**src/rtl/delay_slot_scheduler.sv**
```systemverilog
// Round-robin admission of NCH pulse requesters into one shared delay pipeline.
// Delay changes drain in-flight pulses at the old delay before the new one is applied.
module delay_slot_scheduler #(
   parameter int unsigned NCH           = 32,
   parameter int unsigned MAX_DELAY     = 16,
   parameter int unsigned DW            = 5,
   parameter int unsigned DEFAULT_DELAY = 2
) (
   input  logic           clk,
   input  logic           rst,
   input  logic [NCH-1:0] req,
   output logic [NCH-1:0] grant,
   output logic [NCH-1:0] out_pulse,
   output logic [NCH-1:0] drop,
   input  logic           drop_clr,
   input  logic [DW-1:0]  cfg_delay,
   input  logic           cfg_load,
   output logic           cfg_busy,
   output logic           cfg_err,
   output logic [DW-1:0]  cur_delay
);

   localparam int unsigned IW = (NCH > 1) ? $clog2(NCH) : 1;
   localparam int unsigned SW = (MAX_DELAY > 1) ? $clog2(MAX_DELAY) : 1;

   typedef enum logic [1:0] {StRun, StDrain, StApply} state_e;

   state_e               state_q, state_d;
   logic [NCH-1:0]       pending_q, pending_d;
   logic [NCH-1:0]       drop_q, drop_d;
   logic [NCH-1:0]       grant_q, grant_d;
   logic [NCH-1:0]       out_q, out_d;
   logic [IW-1:0]        ptr_q, ptr_d;
   logic [IW-1:0]        win;
   logic                 found;
   logic [MAX_DELAY-1:0] valid_q;
   logic [IW-1:0]        id_q [MAX_DELAY];
   logic [DW-1:0]        cur_q, new_q;
   logic                 cfg_err_q, cfg_err_d;
   logic                 cfg_ok, accept, inflight, pipe_clr, arb_en;
   logic [DW-1:0]        tap_full;
   logic [SW-1:0]        tap;

   // First pending channel at or above the pointer, wrapping at NCH-1.
   always_comb begin
      found = 1'b0;
      win   = '0;
      for (int k = 0; k < NCH; k++) begin
         if (!found && pending_q[(int'(ptr_q) + k) % NCH]) begin
            found = 1'b1;
            win   = IW'((int'(ptr_q) + k) % NCH);
         end
      end
   end

   always_comb begin
      grant_d = '0;
      ptr_d   = ptr_q;
      if (arb_en && found) begin
         grant_d[win] = 1'b1;
         ptr_d        = (win == IW'(NCH - 1)) ? '0 : win + IW'(1);
      end
   end

   // A request landing on an already-pending, ungranted channel is lost.
   always_comb begin
      pending_d = (pending_q & ~grant_d) | req;
      drop_d    = (drop_q & ~{NCH{drop_clr}}) | (req & pending_q & ~grant_d);
   end

   always_comb begin
      tap_full = cur_q - DW'(1);
      tap      = tap_full[SW-1:0];
      out_d    = '0;
      if (valid_q[tap]) begin
         out_d[id_q[tap]] = 1'b1;
      end
   end

   // Only stages that can still reach the output tap count as in flight.
   always_comb begin
      inflight = 1'b0;
      for (int unsigned s = 0; s < MAX_DELAY; s++) begin
         if (valid_q[s] && (s < 32'(cur_q))) begin
            inflight = 1'b1;
         end
      end
      cfg_ok = (cfg_delay != '0) && (32'(cfg_delay) <= MAX_DELAY);
   end

   // FSM: state register
   always_ff @(posedge clk) begin
      if (rst) begin
         state_q <= StRun;
      end else begin
         state_q <= state_d;
      end
   end

   // FSM: next state
   always_comb begin
      state_d = state_q;
      case (state_q)
         StRun: begin
            if (cfg_load && cfg_ok) begin
               state_d = StDrain;
            end
         end
         StDrain: begin
            if (!inflight) begin
               state_d = StApply;
            end
         end
         StApply: state_d = StRun;
         default: state_d = StRun;
      endcase
   end

   // FSM: outputs
   always_comb begin
      arb_en    = (state_q == StRun);
      cfg_busy  = (state_q != StRun);
      accept    = (state_q == StRun) && cfg_load && cfg_ok;
      cfg_err_d = (state_q == StRun) && cfg_load && !cfg_ok;
      pipe_clr  = (state_q == StApply);
   end

   always_ff @(posedge clk) begin
      if (rst) begin
         pending_q <= '0;
         drop_q    <= '0;
         grant_q   <= '0;
         out_q     <= '0;
         ptr_q     <= '0;
         valid_q   <= '0;
         cur_q     <= DW'(DEFAULT_DELAY);
         new_q     <= DW'(DEFAULT_DELAY);
         cfg_err_q <= 1'b0;
      end else begin
         pending_q <= pending_d;
         drop_q    <= drop_d;
         grant_q   <= grant_d;
         out_q     <= out_d;
         ptr_q     <= ptr_d;
         cfg_err_q <= cfg_err_d;
         if (pipe_clr) begin
            valid_q <= '0;
            cur_q   <= new_q;
         end else begin
            valid_q <= {valid_q[MAX_DELAY-2:0], |grant_d};
         end
         if (accept) begin
            new_q <= cfg_delay;
         end
      end
   end

   // Channel ids need no reset; they are qualified by valid_q.
   always_ff @(posedge clk) begin
      id_q[0] <= win;
      for (int s = 1; s < MAX_DELAY; s++) begin
         id_q[s] <= id_q[s-1];
      end
   end

   assign grant     = grant_q;
   assign out_pulse = out_q;
   assign drop      = drop_q;
   assign cfg_err   = cfg_err_q;
   assign cur_delay = cur_q;

endmodule

```
**config.mk**
```make
export PLATFORM = sky130hd
export DESIGN_NAME = delay_slot_scheduler
export DESIGN_NICKNAME = d
export VERILOG_FILES = /design/src/rtl/delay_slot_scheduler.sv
export SDC_FILE = /design/constraint.sdc
export NUM_CORES = 1
export LEC_CHECK = 0
export ABC_CLOCK_PERIOD_IN_PS = 8800
export CAP_MARGIN = 10
export CORE_MARGIN = 2
export CORE_UTILIZATION = 40
export CTS_CLUSTER_DIAMETER = 150
export CTS_CLUSTER_SIZE = 24
export DETAILED_ROUTE_END_ITERATION = 8
export GPL_ROUTABILITY_DRIVEN = 0
export PLACE_DENSITY = 0.61
export REMOVE_ABC_BUFFERS = 1
export SLEW_MARGIN = 20
export SYNTH_ARGS = -nofsm -noshare
export SYNTH_HDL_FRONTEND = slang
export SYNTH_SLANG_ARGS = --single-unit
export TNS_END_PERCENT = 20
```
**constraint.sdc**
```tcl
create_clock -name clk -period 8.8 [get_ports clk]
set_input_delay 0.88 -clock clk [delete_from_list [all_inputs] [get_ports clk]]
set_output_delay 0.88 -clock clk [all_outputs]
set_load 0.01 [all_outputs]
```
==> results of run 1 <==
cell families after synthesis:
family                   Yosys count  share of synthesized area (%)
AND/OR/NAND/NOR                  425                           14.0
AO/OA/AOI/OAI                    371                           16.8
multiplexers                     259                           27.6
flip-flops                       242                           32.5
buffers and inverters            180                           5.71
XOR/XNOR                          33                           1.94
adder cells (fa/ha/maj)           18                           1.51
critical path, stage by stage, from the launching register on:
cell,delay [ns]
dfxtp_4,0.36
buf_4,0.62
ha_1,0.56
a21boi_0,0.24
nor2_1,0.61
mux4_2,0.71
a2111oi_4,0.51
and4_1,0.40
and4_1,0.67
nand4_1,0.25
and3_1,0.27
a21oi_1,0.14
a2111oi_1,0.09
a211oi_2,0.29
or3_1,0.25
inv_1,0.09
ha_1,0.20
nand2_1,0.50
inv_1,0.13
o311ai_0,0.34
o22a_1,0.21
a31oi_1,0.07
through the flow:
| stage | cell area [sq um] | setup TNS, ns | util (%) | worst slack, ns | instances |
|---|---|---|---|---|---|
| after CTS | 16900 | 0 | 46.1 | 1.37 | 2062 |
| after floorplan | 14300 | -28.06 | - | -0.603 | 1406 |
| final | 16900 | 0 | 46.2 | 1.17 | 2062 |
| after global routing | 16900 | 0 | 46.2 | 0.675 | 2062 |
| after global placement | 16500 | 0 | 45.0 | 1.56 | 2045 |
| after detailed placement | 16500 | 0 | 45.0 | 1.39 | 2045 |
Yosys cell counts (15+ instances only):
cell type | count | share of area [%]
o21ai_0 | 62 | 2.1
mux4_2 | 114 | 17
inv_1 | 51 | 1.3
a21oi_1 | 101 | 3.4
xnor2_1 | 27 | 1.6
dfxtp_1 | 242 | 32
nand4_1 | 15 | 0.63
o211ai_1 | 45 | 2.3
nand2_1 | 117 | 2.9
and2_1 | 22 | 0.92
ha_1 | 18 | 1.5
mux2i_1 | 93 | 6.2
nor2_1 | 139 | 3.5
mux2_2 | 46 | 3.5
clkbuf_1 | 75 | 1.9
buf_2 | 16 | 0.54
nand3_1 | 31 | 1.0
routing by layer:
metal	part of all wire, %	GRT usage, %	routed length, um
met1	41	33.4	19900
met2	43	38.2	21100
met3	10	5.65	5040
met4	5.5	11.8	2700
met5	0	0	0
registers in the layout, indices dropped and copies added, names as in the netlist:
register / flops
cfg_err: 1
drop: 32
valid_q: 16
ptr_q: 5
cur_delay: 5
out_pulse: 32
grant: 32
pending_q: 32
id_q: 80
new_q: 5
state_q: 2
worst min path at each step:
stage	startpoint	to	depth (start not counted)
2_1_floorplan	id_q[9][0]$_DFF_P_	id_q[10][0]$_DFF_P_	0
3_3_place_gp	id_q[1][0]$_DFF_P_	id_q[2][0]$_DFF_P_	0
3_5_place_dp	id_q[2][0]$_DFF_P_	id_q[3][0]$_DFF_P_	0
4_1_cts	id_q[2][0]$_DFF_P_	id_q[3][0]$_DFF_P_	0
5_1_grt	id_q[6][1]$_DFF_P_	id_q[7][1]$_DFF_P_	0
6_report	id_q[7][2]$_DFF_P_	id_q[8][2]$_DFF_P_	0
cell type report:
type                            count  area [sq um]
Clock inverter                      1          30.0
Clock buffer                       16           379
Timing Repair Buffer              171          1640
Multi-Input combinational cell   1106          9240
Fill cell                        3434         19800
Sequential cell                   242          4850
Inverter                           58           218
Tap cell                          468           586
placed cells by master (no fill, tap or decap), types with 17 or more instances in the layout:
| cell type | count |
|---|---|
| xnor2_1 | 25 |
| mux4_2 | 114 |
| buf_4 | 28 |
| a21oi_1 | 101 |
| o211ai_1 | 45 |
| nand3_1 | 31 |
| nand2_1 | 117 |
| o21ai_0 | 62 |
| inv_1 | 50 |
| and2_1 | 22 |
| dfxtp_1 | 239 |
| mux2_2 | 46 |
| nor2_1 | 139 |
| mux2i_1 | 93 |
| ha_1 | 17 |
| clkdlybuf4s50_1 | 142 |
==> results.rst, run 1 <==
.. list-table::
   :header-rows: 1

   * - Metric
     - Value
   * - Final HPWL from detailed placement
     - 35.7 mm
   * - Number of flops mapped to enable cells by yosys
     - 0
   * - Clock tree from TritonCTS
     - built
   * - Maximum clock frequency
     - 131 MHz
   * - Count of standard-cell rows
     - 70
   * - Number of instances in the synthesized netlist
     - 1,528
   * - WHS
     - 0.351 ns
   * - Critical path launch point
     - ptr_q[1]$_SDFFE_PP0P_
   * - Critical path data arrival time
     - 8.02 ns
   * - Nets@finish
     - 1,652
   * - Critical path required time
     - 9.20 ns
   * - PostCTS Resize Cnt
     - 0
   * - Area of the die
     - between 30,000 and 40,000 sq um
   * - Number of antenna violations at the first check in global routing
     - 0
   * - Flop-to-flop setup slack
     - ~1.2 ns
   * - Worst hold-check path type
     - register to register
   * - Ratio of cells with drive above 1 in the final layout
     - 15.3%
   * - DRT Pass-1 Iters
     - 6
   * - Clock Sink Count
     - between 200 and 250
   * - Number of buffers created by CTS
     - 14
   * - Horizontal extent of the die
     - 197 um
   * - Insertion delay to the later sink of the worst-skew pair
     - 0.50 ns
   * - Routed wire length
     - between 40 and 50 mm
   * - Ant diodes
     - 0
   * - Total congestion overflow
     - 0
   * - Startpoint of the most critical register-to-register path
     - ptr_q[1]$_SDFFE_PP0P_
   * - Standard cell core area
     - about 37,000 sq um
   * - Sequential element share of the synthesized area
     - around 32%
   * - Clk root buf
     - clkbuf_16
   * - Post-CTS setup buffer count
     - 0
   * - RSZ-0062 raised after global routing
     - no
   * - Vias per Instance
     - 6.43
   * - Total I/O pin count
     - 144
   * - Synth warnings
     - 0
   * - Clock-pin slew of the registers on the worst-case setup and hold paths
     - roughly 0.11 ns
   * - Number of maximum-capacitance constraint violations
     - 0
   * - Worst clock skew
     - 0.0302 ns
   * - Final hold viol count
     - 0
   * - Number of flip-flops and latches in the synthesized netlist
     - 242
   * - Cell depth of the worst flop-to-flop path
     - 21
   * - Routed length per instance
     - 23.7 um
   * - Kind of capture point of the worst setup path
     - register
   * - Global-route wire length before repair
     - 75.6 mm
   * - Slew of the pin with the lowest slew margin
     - roughly 1.1 ns
   * - Startpoint class of the critical path
     - register
   * - Combined area of all synthesized cells
     - 14,900 sq um
   * - # port buffers
     - 143
   * - Worst setup path category
     - register to register
   * - Remaining max-slew budget at the tightest pin
     - a little under a quarter
   * - Reg-to-reg endpoint
     - valid_q[0]$_SDFF_PP0_
   * - Via count of the first global-routing pass
     - 12,600
   * - CP Max Fanout
     - 56
   * - Maximum number of pins on one net before global-route repair
     - 57
   * - Starting DRT DRC Count
     - 1,294
   * - Number of pins exceeding their max-slew limit in the final report
     - 0
   * - Capturing instance or port of the critical path
     - valid_q[0]$_SDFF_PP0_
   * - Clock buffer depth
     - 3
   * - Die H
     - just under 200 um
   * - Hold_buf cts
     - 0
   * - Run status
     - finished clean
   * - Remaining antenna violation count after routing
     - 0
   * - Count of unique library cells instantiated by Yosys
     - slightly below 100
   * - Number of H-tree levels
     - 1
   * - Shortest clock period the worst path allows after layout
     - between 7 and 8 ns
   * - Vias post-DR
     - 13,300
   * - Share of flip-flops with an asynchronous set or reset after synthesis
     - 0%
   * - Avg Synthesized Cell Area
     - 9.76 sq um
   * - Synthesis-to-finish area growth
     - 13.5%
   * - Combined global-route utilization of all metal layers
     - 24.9%
   * - Main flop type after synthesis
     - dfxtp_1
   * - Final-report setup violation count
     - 0
   * - Post-route DRC
     - 0
   * - Starting density of the core
     - 40.7%
   * - Period utilization
     - 86.7%
Power of run 1 is left out: the tool's default activity adds up to more than one toggle a clock period on the data nets, which glitch-free logic cannot reach.
==> run 2, diff against run 1 <==
REMOVE_ABC_BUFFERS = not set   (was 1)
==> results.rst, run 2 (same netlist as run 1, synthesis figures left out) <==
.. list-table::
   :header-rows: 1

   * - Metric
     - Value
   * - Reg-to-reg endpoint
     - valid_q[0]$_SDFF_PP0_
   * - Largest register by flop count
     - id_q
   * - Period utilization
     - 83.9%
   * - Final Non-Filler Cells
     - 2,062
   * - Clk root buf
     - clkbuf_16
   * - Worst setup path category
     - register to register
   * - Number of pins exceeding their max-slew limit in the final report
     - 0
   * - PostCTS Resize Cnt
     - 0
   * - Combined global-route utilization of all metal layers
     - 23.8%
   * - Area of the multi-input gates
     - 9240 sq um
   * - Global-route wire length before repair
     - 73.3 mm
   * - Remaining antenna violation count after routing
     - 0
   * - # port buffers
     - 143
   * - Horizontal extent of the die
     - 197 um
   * - Maximum clock frequency
     - 135 MHz
   * - Count of standard-cell rows
     - 70
   * - Maximum number of pins on one net before global-route repair
     - 94
   * - Starting DRT DRC Count
     - 1,376
   * - Number of buffers created by CTS
     - 14
   * - Shortest clock period the worst path allows after layout
     - ~7.4 ns
   * - Vias per Instance
     - 6.29
   * - Final hold viol count
     - 0
   * - Hold_buf cts
     - 0
   * - Via count of the first global-routing pass
     - 12,400
   * - Total I/O pin count
     - 144
   * - Startpoint of the most critical register-to-register path
     - ptr_q[1]$_SDFFE_PP0P_
   * - Synth Net Count
     - between 1,500 and 2,000
   * - Insertion delay to the later sink of the worst-skew pair
     - just under 0.5 ns
   * - Post-CTS setup buffer count
     - 0
   * - Final-report setup violation count
     - 0
   * - Number of stages on the worst hold path
     - 0
   * - Cell depth of the worst flop-to-flop path
     - 22
   * - Standard cell core area
     - 36,700 sq um
   * - Routed wire length
     - 46.7 mm
   * - Die H
     - 197 um
   * - Kind of capture point of the worst setup path
     - register
   * - Most common cell after layout, fill and taps aside
     - dfxtp_1
   * - Routed length per instance
     - 22.6 um
   * - Critical path data arrival time
     - approximately 7.8 ns
   * - RSZ-0062 raised after global routing
     - no
   * - Launch instance of the worst min-delay path
     - id_q[5][1]$_DFF_P_
   * - Setup WS pre-CTS
     - 1.58 ns
   * - Flop-to-flop setup slack
     - ~1.4 ns
   * - Total congestion overflow
     - 0
   * - Fill count
     - about 3,400
   * - Number of H-tree levels
     - 1
   * - Synthesis-to-finish area growth
     - 13.6%
   * - Final total negative setup slack
     - 0 ns
   * - Starting density of the core
     - between 40% and 50%
   * - Worst hold-check path type
     - register to register
   * - Post-route DRC
     - 0
   * - CP Max Fanout
     - 21
   * - Critical path required time
     - 9.17 ns
   * - Area of the die
     - 38,900 sq um
   * - Vias post-DR
     - 13,000
   * - Number of maximum-capacitance constraint violations
     - 0
   * - Clock buffer depth
     - 3
   * - Clock tree from TritonCTS
     - built
   * - Nets@finish
     - 1,651
   * - Number of placed instances with taps included
     - 2,044
   * - Worst clock skew
     - 0.0286 ns
   * - Storage element area
     - 4850 sq um
   * - Remaining max-slew budget at the tightest pin
     - 32.3%
   * - Final HPWL from detailed placement
     - 34.4 mm
   * - Ratio of cells with drive above 1 in the final layout
     - 15.3%
   * - Hold Path Sink
     - id_q[6][1]$_DFF_P_
   * - Slew of the pin with the lowest slew margin
     - approximately 1.0 ns
   * - Leading cell types in the layout, fill and taps excluded
     - dfxtp_1, clkdlybuf4s50_1, nor2_1
   * - Flip-flop count of the largest register after layout
     - 80
   * - Startpoint class of the critical path
     - register
   * - Run status
     - finished clean
   * - Worst setup margin
     - 1.41 ns
   * - Clock-pin slew of the registers on the worst-case setup and hold paths
     - 0.09 ns
   * - Number of antenna violations at the first check in global routing
     - 0
   * - DRT Pass-1 Iters
     - 6
   * - Clock Sink Count
     - about 240
-- run 2: worst max-delay path, stage by stage, from the launching register on --
cell       delay, ns
dfxtp_4         0.37
inv_1           0.24
ha_1            0.80
buf_4           0.43
mux2i_1         0.28
mux2i_1         0.23
mux4_2          0.54
mux2i_1         0.48
and4_1          0.45
and4_1          0.65
nand4_1         0.24
and3_1          0.26
a21oi_1         0.14
a2111oi_1       0.09
a211oi_2        0.28
or3_1           0.26
inv_1           0.09
ha_1            0.20
nand2_1         0.49
inv_1           0.12
o311ai_0        0.33
o22a_1          0.20
a31oi_1         0.08
-- run 2: final cells by class --
class,instances,share of cell area (%)
diodes,1,0.0148
clock buffers,16,2.24
clock inverters,1,0.177
inverters,58,1.28
multi-input cells,1106,54.5
flip-flops and latches,242,28.6
well taps,468,3.45
repair buffers,170,9.69
-- run 2: metrics by stage --
stage          util [%]  hold slack (ns)  instance area (sq um)
2_1_floorplan         -            0.326                  14900
3_3_place_gp       45.1            0.328                  16500
3_5_place_dp       45.1            0.332                  16500
4_1_cts            46.2            0.339                  16900
5_1_grt            46.2            0.339                  16900
6_report           46.2            0.342                  16900
-- run 2: worst max path at each step --
stage / cells past startpoint / slack [ns] / from / to
floorplan: 29 / 2.06 / ptr_q[1]$_SDFFE_PP0P_ / ptr_q[2]$_SDFFE_PP0P_
global placement: 22 / 1.73 / ptr_q[1]$_SDFFE_PP0P_ / valid_q[0]$_SDFF_PP0_
detailed placement: 22 / 1.58 / ptr_q[1]$_SDFFE_PP0P_ / valid_q[0]$_SDFF_PP0_
CTS: 22 / 1.54 / ptr_q[1]$_SDFFE_PP0P_ / valid_q[0]$_SDFF_PP0_
global route: 22 / 0.87 / ptr_q[1]$_SDFFE_PP0P_ / valid_q[0]$_SDFF_PP0_
finish: 22 / 1.41 / ptr_q[1]$_SDFFE_PP0P_ / valid_q[0]$_SDFF_PP0_
-- run 2: routing by layer --
layer / vias up / track usage [%] / part of all wire [%]
met1: 6255 / 32.7 / 42
li1: 5830 / - / -
met2: 736 / 37.2 / 44
met5: - / 0 / 0
met4: 0 / 9.16 / 4.5
met3: 148 / 4.44 / 9.5
Power of run 2 is left out for the same reason.
